[src/rtl/uart_tx_queue.sv]
// Byte queue feeding an 8N1 UART transmitter in the uart_clk domain.
// Producers push through valid/ready; frames are sent back-to-back, LSB first.
module uart_tx_queue #(
    parameter int unsigned CLKS_PER_BIT = 16,
    parameter int unsigned FIFO_DEPTH   = 4
) (
    input  logic                         uart_clk,
    input  logic                         rst,
    input  logic [7:0]                   data_in,
    input  logic                         data_valid,
    output logic                         data_ready,
    output logic                         tx,
    output logic                         busy,
    output logic [$clog2(FIFO_DEPTH):0]  fifo_count
);

    localparam int unsigned PTR_W  = $clog2(FIFO_DEPTH);
    localparam int unsigned CNT_W  = PTR_W + 1;
    localparam int unsigned BAUD_W = $clog2(CLKS_PER_BIT);

    typedef enum logic [1:0] {
        ST_IDLE  = 2'd0,
        ST_START = 2'd1,
        ST_DATA  = 2'd2,
        ST_STOP  = 2'd3
    } state_e;

    state_e              state_q, state_d;
    logic [BAUD_W-1:0]   baud_q, baud_d;
    logic [2:0]          bit_q, bit_d;
    logic [7:0]          shift_q, shift_d;
    logic                tx_q, tx_d;
    logic [PTR_W-1:0]    head_q, head_d;
    logic [PTR_W-1:0]    tail_q, tail_d;
    logic [CNT_W-1:0]    count_q, count_d;
    logic [7:0]          mem_q [FIFO_DEPTH];
    logic [7:0]          mem_d [FIFO_DEPTH];

    logic                push;
    logic                pop;
    logic                baud_last;
    logic                fifo_nonempty;

    assign fifo_nonempty = (count_q != '0);
    assign baud_last     = (baud_q == BAUD_W'(CLKS_PER_BIT - 1));
    assign data_ready    = !rst && (count_q != CNT_W'(FIFO_DEPTH));
    assign push          = data_valid && data_ready;
    assign busy          = (state_q != ST_IDLE) || fifo_nonempty;
    assign tx            = tx_q;
    assign fifo_count    = count_q;

    // Queue storage and pointers; pop reads the pre-push head, so there is no bypass.
    always_comb begin
        mem_d = mem_q;
        if (push) begin
            mem_d[tail_q] = data_in;
        end
        head_d  = head_q + PTR_W'(pop);
        tail_d  = tail_q + PTR_W'(push);
        count_d = count_q + CNT_W'(push) - CNT_W'(pop);
    end

    // Transmit FSM; tx is registered from the current state, so the line lags state by one cycle.
    always_comb begin
        state_d = state_q;
        baud_d  = baud_q;
        bit_d   = bit_q;
        shift_d = shift_q;
        tx_d    = 1'b1;
        pop     = 1'b0;

        unique case (state_q)
            ST_IDLE: begin
                tx_d = 1'b1;
                if (fifo_nonempty) begin
                    pop     = 1'b1;
                    shift_d = mem_q[head_q];
                    baud_d  = '0;
                    bit_d   = '0;
                    state_d = ST_START;
                end
            end
            ST_START: begin
                tx_d = 1'b0;
                if (baud_last) begin
                    baud_d  = '0;
                    state_d = ST_DATA;
                end else begin
                    baud_d = baud_q + BAUD_W'(1);
                end
            end
            ST_DATA: begin
                tx_d = shift_q[0];
                if (baud_last) begin
                    baud_d  = '0;
                    shift_d = shift_q >> 1;
                    if (bit_q == 3'd7) begin
                        bit_d   = '0;
                        state_d = ST_STOP;
                    end else begin
                        bit_d = bit_q + 3'd1;
                    end
                end else begin
                    baud_d = baud_q + BAUD_W'(1);
                end
            end
            ST_STOP: begin
                tx_d = 1'b1;
                if (baud_last) begin
                    baud_d = '0;
                    if (fifo_nonempty) begin
                        pop     = 1'b1;
                        shift_d = mem_q[head_q];
                        bit_d   = '0;
                        state_d = ST_START;
                    end else begin
                        state_d = ST_IDLE;
                    end
                end else begin
                    baud_d = baud_q + BAUD_W'(1);
                end
            end
            default: begin
                state_d = ST_IDLE;
            end
        endcase
    end

    always_ff @(posedge uart_clk) begin
        if (rst) begin
            state_q <= ST_IDLE;
            baud_q  <= '0;
            bit_q   <= '0;
            shift_q <= '0;
            tx_q    <= 1'b1;
            head_q  <= '0;
            tail_q  <= '0;
            count_q <= '0;
        end else begin
            state_q <= state_d;
            baud_q  <= baud_d;
            bit_q   <= bit_d;
            shift_q <= shift_d;
            tx_q    <= tx_d;
            head_q  <= head_d;
            tail_q  <= tail_d;
            count_q <= count_d;
        end
    end

    // Payload storage needs no reset; occupancy is tracked by count_q.
    always_ff @(posedge uart_clk) begin
        mem_q <= mem_d;
    end

endmodule

[config.mk]
export PLATFORM = sky130hd
export DESIGN_NAME = uart_tx_queue
export DESIGN_NICKNAME = d
export VERILOG_FILES = /design/src/rtl/uart_tx_queue.sv
export SDC_FILE = /design/constraint.sdc
export NUM_CORES = 1
export LEC_CHECK = 0
export CAP_MARGIN = 20
export CORE_MARGIN = 2
export CORE_UTILIZATION = 61
export CTS_BUF_LIST = sky130_fd_sc_hd__clkbuf_2 sky130_fd_sc_hd__clkbuf_4 sky130_fd_sc_hd__clkbuf_8
export CTS_CLUSTER_SIZE = 12
export DETAILED_ROUTE_END_ITERATION = 6
export GPL_TIMING_DRIVEN = 0
export PLACE_DENSITY = 0.81
export SYNTH_ARGS = -nofsm -noshare
export SYNTH_HDL_FRONTEND = slang
export SYNTH_SLANG_ARGS = --single-unit
[constraint.sdc]
create_clock -name uart_clk -period 3.36 [get_ports uart_clk]
set_clock_uncertainty 0.1 [all_clocks]
set_input_delay 0.504 -clock uart_clk [delete_from_list [all_inputs] [get_ports uart_clk]]
set_output_delay 0.504 -clock uart_clk [all_outputs]
set_load 0.02 [all_outputs]
==> results.toml, run 1 <==
[detailed_routing]
met3_length_um = 145
wire_per_inst_um = 16.91
wl_met2_um = 2331
top_layer = "met4"
first_pass_iters = 4
ant_nets = 0
drt-total-wl_um = 4888
drt_iter0_drc = 100
drt-vias-per-instance = 5.865
wl_met1_um = 2255
vias = 1695
drc = 0

[power]
ir_worst_vdd_mv = 0.6893
power_density_mw_per_mm2 = 873.9
p_leak_uw = 0.001052

[final_layout]
synthToLayoutAreaGrowth_pct = 15.71
seq_area_mm2 = 0.001461
design_area_mm2 = 0.002977
num_antenna_cells = 0
final_cell_mix = "edfxtp_1, dfxtp_1, nor2_1, mux2i_1, clkdlybuf4s50_1"
multi_input_area_um2 = 996.0
final_common_cell = "edfxtp_1"
final_nets = 256
drive_above_1_share_pct = 18.41
num-fill-cells = 273

[clock_network]
postCtsSetupRepairBufs = 0
ctsResizeCount = 0
cts_hold_buf = 0
numCtsBuffers = 9
tritoncts = "built"
clk-insertion-delay-late_ns = 0.33
clockRootBuffer = "clkbuf_8"
cts_buffer_depth = 2
clk_pin_slew_ns = 0.07
h-tree-depth = 3
cts_sinks = 57

[global_routing]
grt_pass1_wl_um = 7748
antenna_found_initial = 0
overflow = 0
grt_pass1_vias = 1661
track_usage_pct = 24.01
grt_start_max_net_pins = 11

[floorplan]
core_mm2 = 0.004029
die_h_um = 68.94
ios = 17
initial_core_util_pct = 63.85
dieArea_mm2 = 0.004753
dieWidth_um = 68.94
rows = 23

[worst_setup_path]
crit_type = "register to output port"
cp.buffers_inverters = 2
r2r_cells = 10
critPathMaxStageDelay_ns = 0.63
cp_max_fo = 6
critPathRequiredTime_ns = 2.76
startpoint_type = "register"
worstSetupPathDepth = 4
crit_slowest_cell = "or4b_2"
crit_family = "buffers and inverters"
cp_cell_sequence = "inv_1 > ha_1 > or4b_2 > clkdlybuf4s50_1"
cp_data_arrival_time_ns = 2.28
crit_path_end_kind = "output port"

[synth]
syn_nets = 227
postSynthCellCount = 205
synth_cell_types = 45
synth_seq_area_share_pct = 56.81
yosys_register_bits = 57
ys_warn_count = 0
synthArstFlopShare_pct = 0
synth_edf_count = 32
syn_avg_cell_area_um2 = 12.55
synth_flop_cell = "edfxtp_1"
synth.cell_area_mm2 = 0.002572

[place]
place_area_mm2 = 0.002800
port_buffers = 15
globalplace.congestion = 0.7844
place_hpwl_um = 3376

[timing]
setup_total_negative_slack_ns = 0
fin_crit_sh_pct = 85.71
hold_violations = 0
rsz0062_at_grt = "no"
max_freq_mhz = 347.2
setup_viol = 0
slew_violations = 0
max_slew_margin_pct = 50.54
worst_pin_slew_ns = 0.7403
finalCriticalPeriod_ns = 2.880

[min_path]
hold_class = "input pin to register"
whs_path_depth = 2

[run]
max_cap_violations = 0

[run_status]
outcome = "completed"
==> worst paths after layout <==
path	start	endpoint	slack [ns]
setup / recovery	state_q[0]	busy	0.48
hold / removal	rst	shift_q[0]	0.28
setup reg to reg	state_q[0]	fifo_count[2]	0.62
hold reg to reg	bit_q[1]	bit_q[1]	0.36
==> worst reg2reg max path, delay by kind of cell (launching register included) <==
family        cells  cell delay [ns]
fa+ha+maj         3             0.90
xor+xnor          3             0.49
flops             1             0.44
simple gates      2             0.53
buf+inv           2             0.17
==> flip-flops by register name (all words and copies together), names as in the netlist <==
name	count
mem_q	32
shift_q	8
baud_q	4
bit_q	3
fifo_count	3
head_q	2
state_q	2
tail_q	2
tx	1
==> cells by family after synthesis <==
family                   Yosys count  synth area share (%)
AO/OA/AOI/OAI                     32                 9.436
multiplexers                      17                 7.101
XOR/XNOR                           6                 2.043
flip-flops                        57                 56.81
adder cells (fa/ha/maj)           11                 5.642
buffers and inverters             19                 4.474
AND/OR/NAND/NOR                   63                 14.49
==> routing by layer <==
metal  track usage (%)  vias up
met5                 0        -
met4             17.40        0
met3             5.195       15
met2             36.42       32
met1             30.30      832
li1                  -      816
==> report_power, final <==
group	switching [uW]	internal, uW	leakage, uW	total, uW
combinational	605	494	0.000464	1100
clock	271	293	0.0000925	564
sequential	93.1	845	0.000496	938
total	970	1630	0.00105	2600
==> Yosys cell counts (all sizes together) (4+ instances only) <==
| cell | count | share of area, % |
|---|---|---|
| ha | 10 | 4.9 |
| nor2 | 20 | 2.9 |
| dfxtp | 25 | 19 |
| nand2 | 7 | 1.0 |
| a21oi | 8 | 1.6 |
| buf | 7 | 2.5 |
| xnor2 | 5 | 1.7 |
| a211oi | 8 | 2.5 |
| clkbuf | 4 | 0.58 |
| edfxtp | 32 | 37 |
| mux2i | 16 | 6.2 |
| nor3 | 13 | 4.1 |
| inv | 7 | 1.0 |
| o22ai | 7 | 1.7 |
==> layout make-up <==
class / count / share of cell area (%)
clock inverters: 5 / 1.051
well taps: 50 / 2.102
plain buffers: 12 / 2.984
repair buffers: 18 / 5.549
multi-input cells: 129 / 33.46
inverters: 7 / 0.8827
flip-flops and latches: 57 / 49.10
clock buffers: 11 / 4.876
==> through the flow <==
step                      hold slack, ns  setup WS (ns)  util [%]  std cells  power, uW
after CTS                         0.2655         0.4800     73.88        289       2605
after floorplan                   0.3356         0.8150         -        205       1775
after global placement            0.3429         0.6771     69.13        270       1979
final                             0.2752         0.4801     73.88        289       2601
after detailed placement          0.3590         0.6436     69.50        273       2035
after global routing              0.2669         0.3932     73.88        289       2764
Power figures use the tool's default switching activity.
==> inputs of run 2 (changes only) <==
--- a/config.mk
+++ b/config.mk
@@ -12,6 +12,7 @@
 export CTS_CLUSTER_SIZE = 12
 export DETAILED_ROUTE_END_ITERATION = 6
 export GPL_TIMING_DRIVEN = 0
+export HOLD_SLACK_MARGIN = 0.03
 export PLACE_DENSITY = 0.81
 export SYNTH_ARGS = -nofsm -noshare
 export SYNTH_HDL_FRONTEND = slang
==> results of run 2 <==
No change in the layout: final DEF, timing and power equal those of run 1.
